### src/rtl/vector_reservation_station_pkg.sv
// Shared vector types for the reservation station slice: unit ids, producer tags,
// operation/operand records, station entry record and the operand readiness helpers.
package vector_reservation_station_pkg;

    typedef enum logic [2:0] {
        VU_ID_MADD    = 3'd0,
        VU_ID_CMP     = 3'd1,
        VU_ID_LS      = 3'd2,
        VU_ID_PLS     = 3'd3,
        VU_ID_PERMUTE = 3'd4
    } Unit_id;

    typedef struct packed {
        Unit_id     unit;
        logic [3:0] entry;
    } Rs_ref;

    typedef struct packed {
        logic [7:0] opcode;
        logic [4:0] vd;
        logic [4:0] vs1;
        logic [4:0] vs2;
    } Vector_operation;

    typedef struct packed {
        logic [1:0]  required;
        logic [1:0]  valid;
        Rs_ref [1:0] src_ref;
        logic        require_vcr;
        logic        vcr_valid;
    } Operands;

    typedef struct packed {
        Vector_operation op;
        Operands         opnds;
        logic            valid;
    } Rs_entry;

    localparam int unsigned RS_MAX_ENTRIES = 16;

    function automatic logic operands_ready(input Operands o);
        return (&(o.valid | ~o.required)) && (!o.require_vcr || o.vcr_valid);
    endfunction

    // Applies one cycle of result-bus and VCR wakeup to an operand record.
    function automatic Operands operands_wakeup(input Operands o, input logic rv,
                                                input Rs_ref rr, input logic vw);
        Operands r;
        r = o;
        for (int unsigned i = 0; i < 2; i++) begin
            if (rv && r.required[i] && !r.valid[i] && (r.src_ref[i] == rr)) r.valid[i] = 1'b1;
        end
        if (vw && r.require_vcr) r.vcr_valid = 1'b1;
        return r;
    endfunction

endpackage

### src/rtl/vector_reservation_station_age_matrix.sv
// Age matrix for the reservation station: tracks relative entry age and grants the
// oldest requesting entry (one-hot).
module vector_rs_age_matrix #(
    parameter int unsigned NUM_ENTRIES = 8
) (
    input  logic                   clk,
    input  logic                   reset,
    input  logic                   clear,
    input  logic                   alloc_en,
    input  logic [3:0]             alloc_idx,
    input  logic                   free_en,
    input  logic [3:0]             free_idx,
    input  logic [NUM_ENTRIES-1:0] req,
    output logic [NUM_ENTRIES-1:0] grant
);

    // age_q[i][j] set means entry i is older than entry j
    logic [NUM_ENTRIES-1:0][NUM_ENTRIES-1:0] age_q, age_d;

    always_comb begin
        age_d = age_q;
        if (clear) begin
            age_d = '0;
        end else begin
            for (int unsigned j = 0; j < NUM_ENTRIES; j++) begin
                if (free_en && (free_idx == 4'(j))) begin
                    for (int unsigned i = 0; i < NUM_ENTRIES; i++) age_d[i][j] = 1'b0;
                end
                if (alloc_en && (alloc_idx == 4'(j))) begin
                    for (int unsigned i = 0; i < NUM_ENTRIES; i++) begin
                        age_d[i][j] = (i != j);
                        age_d[j][i] = 1'b0;
                    end
                end
            end
        end
    end

    always_comb begin
        grant = '0;
        for (int unsigned i = 0; i < NUM_ENTRIES; i++) begin
            grant[i] = req[i];
            for (int unsigned j = 0; j < NUM_ENTRIES; j++) begin
                if ((j != i) && req[j] && age_q[j][i]) grant[i] = 1'b0;
            end
        end
    end

    always_ff @(posedge clk) begin
        if (reset) age_q <= '0;
        else       age_q <= age_d;
    end

endmodule

### src/rtl/vector_reservation_station.sv
// Vector reservation station: buffers dispatched ops, wakes sources from the result bus
// and VCR, issues the oldest ready entry to a registered slot. Option: VECTOR_RS_DISPATCH_BYPASS_EN.
module vector_reservation_station
    import vector_reservation_station_pkg::*;
#(
    parameter int unsigned NUM_ENTRIES = 8,
    parameter Unit_id      UNIT_ID     = VU_ID_MADD
) (
    input  logic            clk,
    input  logic            reset,
    input  logic            flush,
    input  logic            in_valid,
    output logic            in_ready,
    input  Vector_operation in_op,
    input  Operands         in_operands,
    output logic [3:0]      in_entry,
    input  logic            res_valid,
    input  Rs_ref           res_ref,
    input  logic            vcr_wb,
    output logic            out_valid,
    input  logic            out_ready,
    output Vector_operation out_op,
    output Operands         out_operands,
    output Rs_ref           out_ref,
    output logic [4:0]      count
);

    Rs_entry         entries_q [NUM_ENTRIES];
    Rs_entry         entries_d [NUM_ENTRIES];
    logic [4:0]      count_q, count_d;
    logic            out_valid_q, out_valid_d;
    Vector_operation out_op_q, out_op_d;
    Operands         out_operands_q, out_operands_d;
    Rs_ref           out_ref_q, out_ref_d;

    logic [NUM_ENTRIES-1:0] ready, grant;
    logic [3:0]             issue_idx;
    Rs_entry                issue_entry;
    Operands                in_woken;
    logic                   accept, load, bypass, alloc;

    always_comb begin
        in_ready = (count_q != 5'(NUM_ENTRIES));
        in_entry = '0;
        for (int unsigned e = NUM_ENTRIES; e > 0; e--) begin
            if (!entries_q[e-1].valid) in_entry = 4'(e - 1);
        end
    end

    always_comb begin
        ready       = '0;
        issue_idx   = '0;
        issue_entry = '0;
        for (int unsigned e = 0; e < NUM_ENTRIES; e++) begin
            ready[e] = entries_q[e].valid && operands_ready(entries_q[e].opnds);
            if (grant[e]) begin
                issue_idx   = 4'(e);
                issue_entry = entries_q[e];
            end
        end
    end

    always_comb begin
        in_woken = operands_wakeup(in_operands, res_valid, res_ref, vcr_wb);
        accept   = in_valid && in_ready;
        load     = (!out_valid_q || out_ready) && (|ready);
`ifdef VECTOR_RS_DISPATCH_BYPASS_EN
        bypass   = (!out_valid_q || out_ready) && !(|ready) && accept && operands_ready(in_woken);
`else
        bypass   = 1'b0;
`endif
        alloc    = accept && !bypass;
    end

    vector_rs_age_matrix #(.NUM_ENTRIES(NUM_ENTRIES)) u_age (
        .clk       (clk),
        .reset     (reset),
        .clear     (flush),
        .alloc_en  (alloc),
        .alloc_idx (in_entry),
        .free_en   (load),
        .free_idx  (issue_idx),
        .req       (ready),
        .grant     (grant)
    );

    always_comb begin
        for (int unsigned e = 0; e < NUM_ENTRIES; e++) begin
            entries_d[e] = entries_q[e];
            if (entries_q[e].valid)
                entries_d[e].opnds = operands_wakeup(entries_q[e].opnds, res_valid, res_ref, vcr_wb);
            if (load && grant[e]) entries_d[e].valid = 1'b0;
            if (alloc && (in_entry == 4'(e))) entries_d[e] = '{op: in_op, opnds: in_woken, valid: 1'b1};
            if (flush) entries_d[e].valid = 1'b0;
        end
        count_d = flush ? '0 : (count_q + 5'(alloc) - 5'(load));
    end

    always_comb begin
        out_valid_d    = out_valid_q;
        out_op_d       = out_op_q;
        out_operands_d = out_operands_q;
        out_ref_d      = out_ref_q;
        if (flush) begin
            out_valid_d    = 1'b0;
            out_op_d       = '0;
            out_operands_d = '0;
            out_ref_d      = '0;
        end else if (load) begin
            out_valid_d    = 1'b1;
            out_op_d       = issue_entry.op;
            out_operands_d = issue_entry.opnds;
            out_ref_d      = '{unit: UNIT_ID, entry: issue_idx};
        end else if (bypass) begin
            out_valid_d    = 1'b1;
            out_op_d       = in_op;
            out_operands_d = in_woken;
            out_ref_d      = '{unit: UNIT_ID, entry: in_entry};
        end else if (out_ready) begin
            out_valid_d    = 1'b0;
        end
    end

    always_ff @(posedge clk) begin
        if (reset) begin
            for (int unsigned e = 0; e < NUM_ENTRIES; e++) entries_q[e] <= '0;
            count_q        <= '0;
            out_valid_q    <= 1'b0;
            out_op_q       <= '0;
            out_operands_q <= '0;
            out_ref_q      <= '0;
        end else begin
            entries_q      <= entries_d;
            count_q        <= count_d;
            out_valid_q    <= out_valid_d;
            out_op_q       <= out_op_d;
            out_operands_q <= out_operands_d;
            out_ref_q      <= out_ref_d;
        end
    end

    assign count        = count_q;
    assign out_valid    = out_valid_q;
    assign out_op       = out_op_q;
    assign out_operands = out_operands_q;
    assign out_ref      = out_ref_q;

    a_no_accept_when_full: assert property (@(posedge clk) disable iff (reset)
        !(in_valid && !in_ready && alloc));
    a_full_holds_count: assert property (@(posedge clk) disable iff (reset)
        (in_valid && !in_ready && !flush && !load) |=> (count_q == $past(count_q)));
    a_issued_operands_valid: assert property (@(posedge clk) disable iff (reset)
        !(out_valid_q && (|(out_operands_q.required & ~out_operands_q.valid))));

endmodule

### config.mk
export PLATFORM = sky130hd
export DESIGN_NAME = vector_reservation_station
export DESIGN_NICKNAME = d
export VERILOG_FILES = /design/src/rtl/vector_reservation_station_pkg.sv /design/src/rtl/vector_reservation_station_age_matrix.sv /design/src/rtl/vector_reservation_station.sv
export SDC_FILE = /design/constraint.sdc
export NUM_CORES = 1
export LEC_CHECK = 0
export ABC_AREA = 1
export BUFFER_PORTS_ARGS = -buffer_cell sky130_fd_sc_hd__buf_4
export CORE_ASPECT_RATIO = 0.5
export CORE_MARGIN = 5
export CORE_UTILIZATION = 35
export DETAILED_ROUTE_END_ITERATION = 16
export GPL_TIMING_DRIVEN = 0
export MAX_ROUTING_LAYER = met4
export PLACE_DENSITY = 0.48
export SETUP_SLACK_MARGIN = 0.15
export SLEW_MARGIN = 10
export SYNTH_ARGS = -nofsm -noshare
export SYNTH_HDL_FRONTEND = slang
export SYNTH_HIERARCHICAL = 1
export SYNTH_SLANG_ARGS = --single-unit
### constraint.sdc
create_clock -name clk -period 3.45 [get_ports clk]
set_clock_uncertainty 0.15 [all_clocks]
set_input_delay 0.1725 -clock clk [delete_from_list [all_inputs] [get_ports clk]]
set_output_delay 0.1725 -clock clk [all_outputs]
set_load 0.01 [all_outputs]
==> results.md <==
* Commonest cells in the netlist: 775 x nand2_1, 460 x dfxtp_1, 404 x a21oi_1
* Commonest register cell after synthesis: dfxtp_1
* LEAKAGE at 10.7 nW
* Worst-margin pin slew at 1290 ps
* Core Area at 63300 um2
* Routed via count at 24636
* DP HPWL at 85600 um
* Final nets at 3618
* Yosys cell types at 43
* Final Wtd Congestion at 1.00
* Clk slew on worst S/H paths at 70 ps
* Total Power at 12.0 mW
* Pwr per Cell Area at 437 nW/um2
* Synthesized area at 22500 um2
* Post-synth EDFFs at 0
* Complex-gate fraction of the synthesized area at 18.0%
* TritonCTS clock tree: yes
* Antenna-violating nets left at 0
* Vias in the first global route at 22234
* NetSw at 3.33 mW
* Crit path launch: entries_q[193]
* RSZ-0062 raised after global routing: true
* Routed WL at 112000 um
* Register area share after synthesis at 41.0%
* Proportion of power drawn by the clock network at 44.6%
* Hold WS at 70.7 ps
* Final Cell Area at 27500 um2
* Initial antenna violation count at 8
* Synth Area in XOR/XNOR at 2.49%
* Fillers at 6742
* Logic pwr share at 10.0%
* Synth Area in Simple Gates at 28.7%
* Mux contribution to synthesized area at 0%
* Placed cell areas at 24200 um2
* Largest area contributor in the netlist: dfxtp_1
* Post-layout util at 43.4%
* Post-Synth Adder-Cell Area at 0.423%
* Area growth syn-to-layout at 22.3%
* CTS Sinks at 460
* Synth Instances at 3333
* Ys Warns at 6
* Sequential Power Share at 45.4%
* Critical Path Sink Type: flip-flop
* Final setup vio count at 0
* Main area contributors after synthesis: dfxtp_1 41%, nand2_1 13%, a21oi_1 9.0%, nor2_1 6.4%, o21ai_0 5.4%
* Post-route minimum period at 3280 ps
* Die Wd at 368 um
* Total CTS buffers at 47
* Sw Share at 27.7%
* Gr ovfl total at 0
* DR iter-0 viols at 2873
* Share of layout cells above drive strength 1 at 13.9%
* P_int at 8.68 mW
* Max Fclk at 0.305 GHz
* H-tree Lvls at 2
* Final worst path period share at 95.2%
* Input/output buffers at 90
* R2r worst-path depth at 16
* Die Ht at 189 um
* Post-synth top area share at 41.0%
* Wirelength per Cell at 25.4 um
* Crit path launch type: flip-flop
* Ys async rst share at 0%
* Slew Viols, Final at 0
* Largest family of logic cells by synthesized area: simple AND/OR/NAND/NOR gates
* Residual DRC at 0
* Max_cap viols at 0
* Clock Root Buffer: clkbuf_16
* Largest net degree at the start of global routing at 18
* Final hold viol count at 0
* Die area at 69700 um2
* VDD IR-drop max at 0.283 mV
* Worst r2r src: entries_q[193]
* Synth Register Bits at 460
* Reg2reg end: out_operands[3]
* Total GRT Usage at 31.8%
* 1st-pass router iterations at 6
* Ports at 118
* Maximum fanout along the worst path at 10
* Hold Path Class: in -> reg
* First-pass GRT wire length at 158000 um
* Std cell rows at 65
* Initial core utilization at 35.5%
* Worst reg-to-reg setup slack at 170 ps
* Maximum clock path buffer count at 3
* Avg Cell Area, Syn at 6.74 um2
* Status: finished, final reports clean
* Max-Slew Margin vs Limit at 13.8%
* Clk_lat worst skew at 610 ps
* Arrival time worst endpoint at 3620 ps
* Kind of critical path: reg -> reg
* Count leader, synth: nand2_1
* Vias per cell at 5.56
* CP endpoint: out_operands[3]
* WP data required at 3790 ps
## how the worst min path moves through the flow
stage                           endpoint             from  slack [ps]  cells after the start
after CTS                 entries_q[315]   in_operands[6]          10                      3
after global routing      entries_q[226]   in_operands[5]          50                      3
after global placement     entries_q[79]    entries_q[79]         280                      2
after detailed placement   entries_q[84]    entries_q[84]         290                      2
after floorplan           entries_q[101]  in_operands[12]         160                      2
final                      entries_q[90]   in_operands[1]          70                      3
## logic make-up after synthesis
| group | after synthesis |
|---|---|
| DFF | 460 |
| AOI/OAI and AO/OA | 754 |
| buffers and inverters | 529 |
| adders and majority gates | 7 |
| other | 1 |
| and+or+nand+nor | 1518 |
| xor gates and xnor gates | 64 |
## cells in the final DEF, fill, tap and decap left out, types with 28 or more instances in the layout
cell and instances:
nor3_1 38, nor2_1 352, nand3_1 132, a21oi_1 393, o21ai_0 232, buf_2 43
dlygate4sd3_1 28, buf_4 143, clkbuf_16 49, nand2_1 742, dfxtp_1 437, xnor2_1 41
clkbuf_1 156, inv_1 238, o211ai_1 33, nand4_1 157
## through the flow
step,TNS [ps],instances,worst slack [ps]
floorplan,0,3343,570
global placement,-172810,4270,-2080
detailed placement,-174560,4270,-2090
CTS,0,4398,108
global route,0,4426,63.3
finish,0,4427,167
## per-layer routing
metal / wire, um / vias up / part of all wire, % / global-route usage [%]
met3: 14600 / 146 / 13 / 11.3
met4: 1670 / 0 / 1.5 / 5.15
met1: 50600 / 11858 / 45 / 44.4
li1: - / 11424 / - / -
met2: 45700 / 1208 / 41 / 44.7
met5: 0 / - / 0 / -
## worst max-delay path, stage by stage (launching register included)
cell and delay [ps]:
dfxtp_2 360, inv_1 40, nand2_1 100, nand2_2 100, nor2_4 270, buf_8 170, nand2_1 60, nand4_1 150
nor2_4 100, buf_8 150, clkinvlp_4 90, nand2_4 80, clkbuf_2 210, o211ai_1 590, a31oi_4 280, nor2_1 200
nor2_1 60
## power groups by stage
| stage | Combinational (mW) | Clock, mW | Sequential [mW] |
|---|---|---|---|
| floorplan | 0.556 | 0 | 5.55 |
| global placement | 1.07 | 0 | 5.57 |
| detailed placement | 1.07 | 0 | 5.57 |
| CTS | 1.13 | 5.41 | 5.45 |
| global route | 1.26 | 5.62 | 5.46 |
| finish | 1.20 | 5.36 | 5.45 |
## flip-flops by register name, summed over array words and instances, names as in the netlist
name and flops:
entries_q 352, u_age/age_q 56, out_op 23, out_operands 20
count 5, out_ref 3, out_valid 1
## what timing repair did
item,in CTS,in global routing
hold buffers,28,0
hold endpoints to repair,209,0
endpoints found under the setup margin,115,103
pin swaps,21,44
gates resized for setup,189,164
gates cloned,0,0
setup buffers,18,27
## area by class of cell
type / count / area, um2 / area share, %
clock inverters: 8 / 93.8 / 0.342
multi-input cells: 2354 / 11900 / 43.2
clock buffers: 75 / 1420 / 5.18
flip-flops and latches: 460 / 9250 / 33.7
diodes: 2 / 5.00 / 0.0182
plain buffers: 262 / 1390 / 5.07
well taps: 837 / 1050 / 3.81
inverters: 266 / 1020 / 3.70
repair buffers: 163 / 1370 / 5.00
(Power assumes the default switching activity.)
